--- src/rtl/uart_pkg.sv ---
// Shared types and constants for the UART receiver: FSM states, parity modes
// and the default bit period for a 100 MHz clock at 9600 baud.
package uart_pkg;

  typedef enum logic [2:0] {
    ST_IDLE,
    ST_START,
    ST_DATA,
    ST_PARITY,
    ST_STOP
  } rx_state_t;

  typedef enum logic [1:0] {
    PAR_NONE = 2'd0,
    PAR_EVEN = 2'd1,
    PAR_ODD  = 2'd2
  } parity_t;

  localparam int DEFAULT_CLKS_PER_BIT = 10417;

endpackage

--- src/rtl/sync_fifo.sv ---
// Single-clock show-ahead FIFO: the head entry is visible whenever valid is high.
// A write into a full FIFO succeeds only when a read frees a slot on the same cycle.
module sync_fifo #(
  parameter int WIDTH = 10,
  parameter int DEPTH = 16
) (
  input  logic                     clk,
  input  logic                     srst,
  input  logic                     wr_en,
  input  logic [WIDTH-1:0]         wr_data,
  input  logic                     rd_en,
  output logic [WIDTH-1:0]         rd_data,
  output logic                     valid,
  output logic [$clog2(DEPTH):0]   count,
  output logic                     overflow
);

  localparam int AW = $clog2(DEPTH);
  localparam int CW = AW + 1;

  logic [WIDTH-1:0] mem [DEPTH];
  logic [AW-1:0]    wr_ptr_reg;
  logic [AW-1:0]    rd_ptr_reg;
  logic [CW-1:0]    count_reg;
  logic             full;
  logic             pop;
  logic             push;

  assign full     = (count_reg == CW'(DEPTH));
  assign pop      = rd_en && (count_reg != '0);
  assign push     = wr_en && (!full || pop);
  assign overflow = wr_en && full && !pop;

  always_ff @(posedge clk) begin
    if (push) begin
      mem[wr_ptr_reg] <= wr_data;
    end
  end

  // Pointers are exactly AW bits wide, so they wrap modulo DEPTH on their own.
  always_ff @(posedge clk) begin
    if (srst) begin
      wr_ptr_reg <= '0;
      rd_ptr_reg <= '0;
      count_reg  <= '0;
    end else begin
      if (push) begin
        wr_ptr_reg <= wr_ptr_reg + AW'(1);
      end
      if (pop) begin
        rd_ptr_reg <= rd_ptr_reg + AW'(1);
      end
      count_reg <= count_reg + CW'(push) - CW'(pop);
    end
  end

  assign valid   = (count_reg != '0);
  assign count   = count_reg;
  // Masked when empty so the outputs read as zero out of reset.
  assign rd_data = valid ? mem[rd_ptr_reg] : '0;

endmodule

--- src/rtl/uart_rx_fifo.sv ---
// UART receiver with start-bit glitch rejection, optional parity and a receive FIFO
// that stores each frame with its framing and parity error flags.
module uart_rx_fifo
  import uart_pkg::*;
#(
  parameter int      CLKS_PER_BIT = DEFAULT_CLKS_PER_BIT,
  parameter int      DATA_BITS    = 8,
  parameter parity_t PARITY       = PAR_NONE,
  parameter int      FIFO_DEPTH   = 16
) (
  input  logic                          CLK,
  input  logic                          RST,
  input  logic                          UART_RXD,
  output logic [DATA_BITS-1:0]          DATA,
  output logic                          VALID,
  input  logic                          READ,
  output logic                          FRAME_ERR,
  output logic                          PARITY_ERR,
  output logic                          OVERRUN,
  input  logic                          CLR_ERR,
  output logic [$clog2(FIFO_DEPTH):0]   COUNT
);

  localparam int            WIDTH    = DATA_BITS + 2;
  localparam logic [15:0]   HALF_CYC = 16'(CLKS_PER_BIT / 2);
  localparam logic [15:0]   LAST_CYC = 16'(CLKS_PER_BIT - 1);
  localparam logic [3:0]    LAST_BIT = 4'(DATA_BITS - 1);

  logic                 rx_meta_reg;
  logic                 rxs;
  rx_state_t            state_reg,  state_next;
  logic [15:0]          cyc_reg,    cyc_next;
  logic [3:0]           bit_reg,    bit_next;
  logic [DATA_BITS-1:0] shift_reg,  shift_next;
  logic                 perr_reg,   perr_next;
  logic                 overrun_reg;
  logic                 push;
  logic                 overflow;
  logic [WIDTH-1:0]     push_data;
  logic [WIDTH-1:0]     head;

  // Synchronizer idles high so a reset never looks like a start bit.
  always_ff @(posedge CLK) begin
    if (RST) begin
      rx_meta_reg <= 1'b1;
      rxs         <= 1'b1;
    end else begin
      rx_meta_reg <= UART_RXD;
      rxs         <= rx_meta_reg;
    end
  end

  always_ff @(posedge CLK) begin
    if (RST) begin
      state_reg <= ST_IDLE;
      cyc_reg   <= '0;
      bit_reg   <= '0;
      shift_reg <= '0;
      perr_reg  <= 1'b0;
    end else begin
      state_reg <= state_next;
      cyc_reg   <= cyc_next;
      bit_reg   <= bit_next;
      shift_reg <= shift_next;
      perr_reg  <= perr_next;
    end
  end

  always_comb begin
    state_next = state_reg;
    cyc_next   = cyc_reg;
    bit_next   = bit_reg;
    shift_next = shift_reg;
    perr_next  = perr_reg;
    push       = 1'b0;
    case (state_reg)
      ST_IDLE: begin
        if (!rxs) begin
          state_next = ST_START;
          cyc_next   = '0;
          bit_next   = '0;
          perr_next  = 1'b0;
        end
      end
      ST_START: begin
        // Line back high at mid start bit means it was only a glitch.
        if (cyc_reg == HALF_CYC) begin
          cyc_next   = '0;
          state_next = rxs ? ST_IDLE : ST_DATA;
        end else begin
          cyc_next = cyc_reg + 16'd1;
        end
      end
      ST_DATA: begin
        if (cyc_reg == LAST_CYC) begin
          cyc_next   = '0;
          shift_next = {rxs, shift_reg[DATA_BITS-1:1]};
          bit_next   = bit_reg + 4'd1;
          if (bit_reg == LAST_BIT) begin
            state_next = (PARITY == PAR_NONE) ? ST_STOP : ST_PARITY;
          end
        end else begin
          cyc_next = cyc_reg + 16'd1;
        end
      end
      ST_PARITY: begin
        if (cyc_reg == LAST_CYC) begin
          cyc_next   = '0;
          perr_next  = ((^shift_reg) ^ rxs) != (PARITY == PAR_ODD);
          state_next = ST_STOP;
        end else begin
          cyc_next = cyc_reg + 16'd1;
        end
      end
      ST_STOP: begin
        // Push at mid stop bit; the rest of the stop bit is spent in IDLE.
        if (cyc_reg == LAST_CYC) begin
          cyc_next   = '0;
          push       = 1'b1;
          state_next = ST_IDLE;
        end else begin
          cyc_next = cyc_reg + 16'd1;
        end
      end
      default: state_next = ST_IDLE;
    endcase
  end

  assign push_data = {shift_reg, ~rxs, perr_reg};

  sync_fifo #(
    .WIDTH(WIDTH),
    .DEPTH(FIFO_DEPTH)
  ) u_fifo (
    .clk      (CLK),
    .srst     (RST),
    .wr_en    (push),
    .wr_data  (push_data),
    .rd_en    (READ),
    .rd_data  (head),
    .valid    (VALID),
    .count    (COUNT),
    .overflow (overflow)
  );

  // A new overrun takes priority over a clear on the same cycle.
  always_ff @(posedge CLK) begin
    if (RST) begin
      overrun_reg <= 1'b0;
    end else if (overflow) begin
      overrun_reg <= 1'b1;
    end else if (CLR_ERR) begin
      overrun_reg <= 1'b0;
    end
  end

  assign OVERRUN    = overrun_reg;
  assign DATA       = head[WIDTH-1:2];
  assign FRAME_ERR  = head[1];
  assign PARITY_ERR = head[0];

endmodule

--- config.mk ---
export PLATFORM = sky130hd
export DESIGN_NAME = uart_rx_fifo
export DESIGN_NICKNAME = d
export VERILOG_FILES = /design/src/rtl/uart_pkg.sv /design/src/rtl/sync_fifo.sv /design/src/rtl/uart_rx_fifo.sv
export SDC_FILE = /design/constraint.sdc
export NUM_CORES = 1
export LEC_CHECK = 0
export ABC_AREA = 1
export ABC_CLOCK_PERIOD_IN_PS = 2600
export CAP_MARGIN = 0
export CORE_UTILIZATION = 35
export CTS_CLUSTER_SIZE = 8
export DETAILED_ROUTE_END_ITERATION = 7
export PLACE_DENSITY = 0.51
export SLEW_MARGIN = 30
export SYNTH_ARGS = -nofsm -noshare
export SYNTH_HDL_FRONTEND = slang
export SYNTH_HIERARCHICAL = 1
export SYNTH_SLANG_ARGS = --single-unit
--- constraint.sdc ---
create_clock -name CLK -period 2.6 [get_ports CLK]
set_clock_uncertainty 0.05 [all_clocks]
set_input_delay 0.39 -clock CLK [delete_from_list [all_inputs] [get_ports CLK]]
set_output_delay 0.39 -clock CLK [all_outputs]
set_load 0.005 [all_outputs]
Word level (Yosys, flattened, before mapping)
Memory sizes are Yosys's and may differ from the RTL's. A register that Yosys moved wholly into a read port is not among the register bits. Index checks and enable logic that the tools add are counted.

$add $sub $neg: 6. Multiply operators: 0. Div/mod/pow operators: 0. Order comparisons: 0. Equality and inequality tests: 14. Shift-type cells: 0. Mux-type cells: 27. Bitwise logic cells: 2. Reduce and logical (&&, ||, !) cells: 20.

Operators by type and width (number): two-way mux 16 bit (3); one-hot mux 16 bit (3 select lines) (1); two-way mux 3 bit (6); adder 16 x 1 -> 16 bit, second input constant (1); equality test 16 x 13 -> 1 bit, second input constant (1); equality test 16 x 14 -> 1 bit, second input constant (1); two-way mux 4 bit (4); one-hot mux 3 bit (5 select lines) (1); adder 4 x 1 -> 4 bit, second input constant (3); != test 2 bit, second input constant (6); two-way mux 10 bit (1); two-way mux 1 bit (8); one-hot mux 4 bit (2 select lines) (1); parity 8 bit (1); equality test 3 x 2 -> 1 bit, second input constant (2); AND reduction 3 bit (2); AND reduction 6 bit (1); nonzero test 2 bit (3); adder 5 x 1 -> 5 bit (1); equality test 5 bit, second input constant (1); nonzero test 5 bit (1); subtractor 5 x 1 -> 5 bit (1); equality test 4 x 3 -> 1 bit, second input constant (1); logical AND 1 bit (4); 12 further kinds (14).

Register bits: 48. Bits in latches: 0. Memory bits (writable): 160. Memory bits (read-only): 0. Bits of input ports: 5. Output and inout port bits: 17. Word-level logic and storage cells: 81. Memories: 1.

Memories: u_fifo.mem (words 16, bits a word 10, rd ports 1, clocked after memory_dff 1, write ports 1, RTL line sync_fifo.sv:21) `logic [WIDTH-1:0] mem [DEPTH];`.

Longest topological paths before layout
Word-level depth: 6. Depth in mapped cells: 17. Depth with buffers taken out: 17.

Modules after synthesis
Netlist, hierarchy kept.

Modules (own cells, without submodules): sync_fifo (times used 1, cells each 653, area each 7389.6 um2, seq. area each 5144.9 um2); uart_rx_fifo (times used 1, cells each 300, area each 2065.7 um2, seq. area each 700.7 um2).

Worst setup path before layout
No wires, ideal clock.

Kind: reg-to-reg. Start point: register cyc_reg[0]. End point: register u_fifo.count_reg[4], in the netlist u_fifo/count[4]. Data arrival time: 2.300 ns. Required time: 2.480 ns. Path slack: 0.180 ns. Stages on the path, launching flop included: 17. Path buffers: 0. Period minus slack after synthesis: 2.420 ns. Cells stage by stage: dfxtp_1 -> inv_1 -> ha_1 -> nand3_1 -> nor2_4 -> nand2_2 -> nor2_1 -> inv_1 -> a21oi_4 -> ha_1 -> inv_1 -> fa_1 -> inv_1 -> a21oi_1 -> o21bai_1 -> o21ai_0 -> a21oi_1.

Word-level cells in the longest chain between the ends: 6.

Ends and longest elaborated chain: start, declared (RTL line uart_rx_fifo.sv:32) `logic [15:0] cyc_reg, cyc_next;`; start signal, assigned (RTL line uart_rx_fifo.sv:62) `cyc_reg <= cyc_next;`; equality test 16 x 14 -> 1 bit (RTL line uart_rx_fifo.sv:117) `if (cyc_reg == LAST_CYC) begin`; two-way mux 1 bit (RTL line uart_rx_fifo.sv:117); two-way mux 1 bit (RTL line uart_rx_fifo.sv:76) `case (state_reg)`; named net push (RTL line uart_rx_fifo.sv:37) `logic push;`; logical AND 1 bit (RTL line sync_fifo.sv:31) `assign push = wr_en && (!full || pop);`; named net u_fifo.push (RTL line sync_fifo.sv:27) `logic push;`; adder 5 x 1 -> 5 bit (RTL line sync_fifo.sv:53) `count_reg <= count_reg + CW'(push) - CW'(pop);`; subtractor 5 x 1 -> 5 bit (RTL line sync_fifo.sv:53); end signal, assigned (RTL line sync_fifo.sv:53); end, declared (RTL line sync_fifo.sv:24) `logic [CW-1:0] count_reg;`.

The timed path passes the listed nets, and every way through them passes these cells. A chain may end at the register's enable or synchronous reset.

==> results.txt <==
ratio of cells with drive above 1 in the final layout - 0.175
worst hold slack - 0.356 ns
predominant post-synthesis flop cell - sky130_fd_sc_hd__edfxtp_1
Final ANT Viol Nets - 0
final routed wire length divided by cell count - 17.2 um
CTS H-tree lvls - 1
Synth top area share - 0.508
most numerous cell in the Yosys netlist - sky130_fd_sc_hd__nand2_1
outcome - finished with violations
Total Wirelength - 24,200 um
clock buffers created by TritonCTS - 30
sequential group share of total power - 0.374
Worst EP required - 2.16 ns
clock transition at the registers of the reported paths - 0.05 ns
Distinct cells, synth - 42
Fill cells - 2,471
leakage dissipation - 0.00473 uW
I/O Pins - 22
worst-margin pin slew - 0.710 ns
RD Place Congestion - 0.814
nets@finish - 1,065
number of instances on the worst hold path - 1
initial core utilization - 0.360
Commonest cells post-synth - 299 x sky130_fd_sc_hd__nand2_1, 160 x sky130_fd_sc_hd__edfxtp_1, 140 x sky130_fd_sc_hd__nand3_1
worst path setup slack after routing - 0.0662 ns
total global routing track utilization - 0.173
net switching power figure - 3090 uW
final period utilization - 0.975
Reg2Reg Depth - 16
hold-critical path endpoint - rxs
number of buffers on the longest clock path - 3
count of max-cap constraint violations - 0
height of the die - 166 um
total power divided by cell area - 862 nW/um2
Port-buffer cells - 21
clk sinks - 212
die footprint - 27,700 um2
half-perimeter wire length after placement - 13,900 um
cell taking the most area after synthesis - sky130_fd_sc_hd__edfxtp_1
startpoint type of the worst setup path - register
horizontal extent of the die - 166 um
first-pass GRT wire length - 37,000 um
Max-slew headroom - 0.526
Critical Setup Path Class - reg -> out
final period demand of the worst path - 2.53 ns
Setup violations, final - 0
number of enable flip-flop cells after synthesis - 160
remaining global-route overflow - 0
Iteration-0 DRC Markers - 564
standard cell area after detailed placement - 10,300 um2
register-to-register setup slack - 0.20 ns
final hold viol count - 0
number of antenna violations at the first check in global routing - 0
number of cells produced by synthesis - 953
via/cell ratio - 4.91
peak clock frequency supported by timing - 395 MHz
synth warn - 6
max FFs per register - 160
Final Cell Area - 11,800 um2
IR Drop Worst-Case VDD - 0.680 mV
class of the worst hold path - reg -> reg
final slew viol count - 0
asr flop ratio synth - 0
Ant. Diodes - 0
worst setup slack after placement - 0.0360 ns
post-synthesis net count - 972
DRC violations left - 1
number of global-route vias before repair - 6,513
critical-path maximum fanout - 6
dominant cells by area after synthesis - sky130_fd_sc_hd__edfxtp_1 51%, sky130_fd_sc_hd__nand2_1 12%, sky130_fd_sc_hd__dfxtp_1 11%, sky130_fd_sc_hd__nand3_1 7.4%, sky130_fd_sc_hd__nor2_1 2.5%
FF-to-FF Start - cyc_reg[0]
clock tree root driver cell - sky130_fd_sc_hd__clkbuf_16
CP Capture Type - output port
total vias in the final route - 6,891
cell row count - 59
worst flop-to-flop path endpoint - u_fifo/count[4]
largest net degree at the start of global routing - 41
clock network fraction of design power - 0.349
internal power contribution - 7070 uW
post-cts hold buffer count - 0
number of register bits inferred by synthesis - 212
power share of the combinational group - 0.277
clock latency on the worst-skew pair - 0.55 ns
Critical Path AT - 2.09 ns
switching share of power - 0.304
area of the core - 26,300 um2
Pre-Repair DR Iteration Count - 7
post-synthesis sequential area ratio - 0.618
Area growth, synth to finish - 24.6%
clock tree from TritonCTS - done
setup repair after global routing missed its margin - yes
hold_sp - rx_meta_reg
netlist area before placement - 9460 um2
average footprint of a synthesized cell - 9.92 um2
failing checks - design-rule violations
[placed cells by master (no fill, tap or decap), types with 3 or more instances in the layout]
| cell type | synthesis | layout |
|---|---|---|
| sky130_fd_sc_hd__a21oi_1 | 39 | 31 |
| sky130_fd_sc_hd__a21oi_2 | 0 | 8 |
| sky130_fd_sc_hd__buf_12 | 0 | 8 |
| sky130_fd_sc_hd__buf_16 | 0 | 6 |
| sky130_fd_sc_hd__buf_2 | 11 | 6 |
| sky130_fd_sc_hd__buf_4 | 8 | 52 |
| sky130_fd_sc_hd__buf_6 | 9 | 7 |
| sky130_fd_sc_hd__clkbuf_1 | 11 | 23 |
| sky130_fd_sc_hd__clkbuf_16 | 0 | 33 |
| sky130_fd_sc_hd__clkdlybuf4s50_1 | 0 | 11 |
| sky130_fd_sc_hd__dfxtp_1 | 52 | 49 |
| sky130_fd_sc_hd__edfxtp_1 | 160 | 160 |
| sky130_fd_sc_hd__ha_1 | 13 | 11 |
| sky130_fd_sc_hd__inv_1 | 52 | 49 |
| sky130_fd_sc_hd__inv_2 | 2 | 4 |
| sky130_fd_sc_hd__nand2_1 | 299 | 292 |
| sky130_fd_sc_hd__nand2_2 | 6 | 12 |
| sky130_fd_sc_hd__nand2_4 | 4 | 5 |
| sky130_fd_sc_hd__nand3_1 | 140 | 130 |
| sky130_fd_sc_hd__nand3_2 | 2 | 12 |
| sky130_fd_sc_hd__nand3b_1 | 3 | 3 |
| sky130_fd_sc_hd__nand4_1 | 12 | 12 |
| sky130_fd_sc_hd__nor2_1 | 64 | 62 |
| sky130_fd_sc_hd__nor2_2 | 3 | 4 |
| sky130_fd_sc_hd__nor2_4 | 5 | 6 |
| sky130_fd_sc_hd__o21ai_0 | 13 | 12 |
| sky130_fd_sc_hd__o21ai_1 | 3 | 4 |
| sky130_fd_sc_hd__xnor2_1 | 6 | 6 |
| sky130_fd_sc_hd__xor2_1 | 11 | 11 |
[through the flow]
stage / power, uW / util / setup TNS (ns) / std cells
CTS: 10000 / 0.439 / -0.211 / 1396
global placement: 6110 / 0.393 / 0 / 1325
floorplan: 5330 / - / 0 / 953
detailed placement: 6100 / 0.393 / 0 / 1325
global route: 10700 / 0.448 / -0.0264 / 1404
finish: 10200 / 0.448 / 0 / 1404
[worst max path at each step]
| stage | from | to | slack (ns) | depth (start not counted) |
|---|---|---|---|---|
| CTS | register | DATA[0] | -0.20 | 9 |
| finish | register | FRAME_ERR | 0.07 | 10 |
| global route | register | FRAME_ERR | -0.01 | 10 |
| global placement | cyc_reg[1] | u_fifo/count[4] | 0.09 | 16 |
| floorplan | cyc_reg[0] | u_fifo/count[4] | 0.18 | 16 |
| detailed placement | cyc_reg[1] | u_fifo/count[4] | 0.04 | 16 |
[critical path: stages, from the launching register on]
cell and delay (ns):
sky130_fd_sc_hd__dfxtp_4 0.42, sky130_fd_sc_hd__buf_12 0.15, sky130_fd_sc_hd__buf_4 0.12, sky130_fd_sc_hd__buf_12 0.09, sky130_fd_sc_hd__nand2_1 0.04, sky130_fd_sc_hd__nand3_1 0.09
sky130_fd_sc_hd__nand3_2 0.11, sky130_fd_sc_hd__nand2_1 0.09, sky130_fd_sc_hd__nand2_1 0.07, sky130_fd_sc_hd__a21oi_2 0.14, sky130_fd_sc_hd__clkdlybuf4s15_1 0.22
[power groups by stage]
stage	registers [uW]	clock network, uW	logic [uW]
floorplan	3830	0	1500
global placement	3850	0	2260
detailed placement	3850	0	2240
CTS	3810	3640	2580
global route	3820	3780	3090
finish	3800	3550	2810
[cell families after synthesis]
family / synth area share
xor gates and xnor gates: 0.0157
buffers and inverters: 0.0516
and+or+nand+nor: 0.259
DFF: 0.618
adders and majority gates: 0.0193
AOI/OAI and AO/OA: 0.0365
[repair_timing]
item                       CTS  global route
setup endpoints to repair   10            11
resized for setup           56            35
pin swaps                    9             7
setup buffers               10             6
cloned                       6             3
hold endpoints to repair     0             0
[cell type report]
| cell class | count | area, um2 | share of cell area |
|---|---|---|---|
| clock buffer | 53 | 837 | 0.0711 |
| clock inverter | 2 | 35.0 | 0.00297 |
| inverter | 59 | 255 | 0.0217 |
| multi-input combinational | 643 | 3250 | 0.276 |
| sequential | 212 | 5850 | 0.497 |
| tap | 335 | 419 | 0.0356 |
| timing repair buffer | 100 | 1130 | 0.0957 |
[layer usage]
metal,wire length (um),up-vias,global-route usage,share of wire
li1,-,3430,-,-
met1,11400,3286,0.241,0.47
met2,11300,147,0.285,0.47
met3,1190,28,0.0281,0.049
met4,307,0,0.0350,0.013
met5,0,-,0,0
No activity file was read; power rests on OpenSTA's default activity.
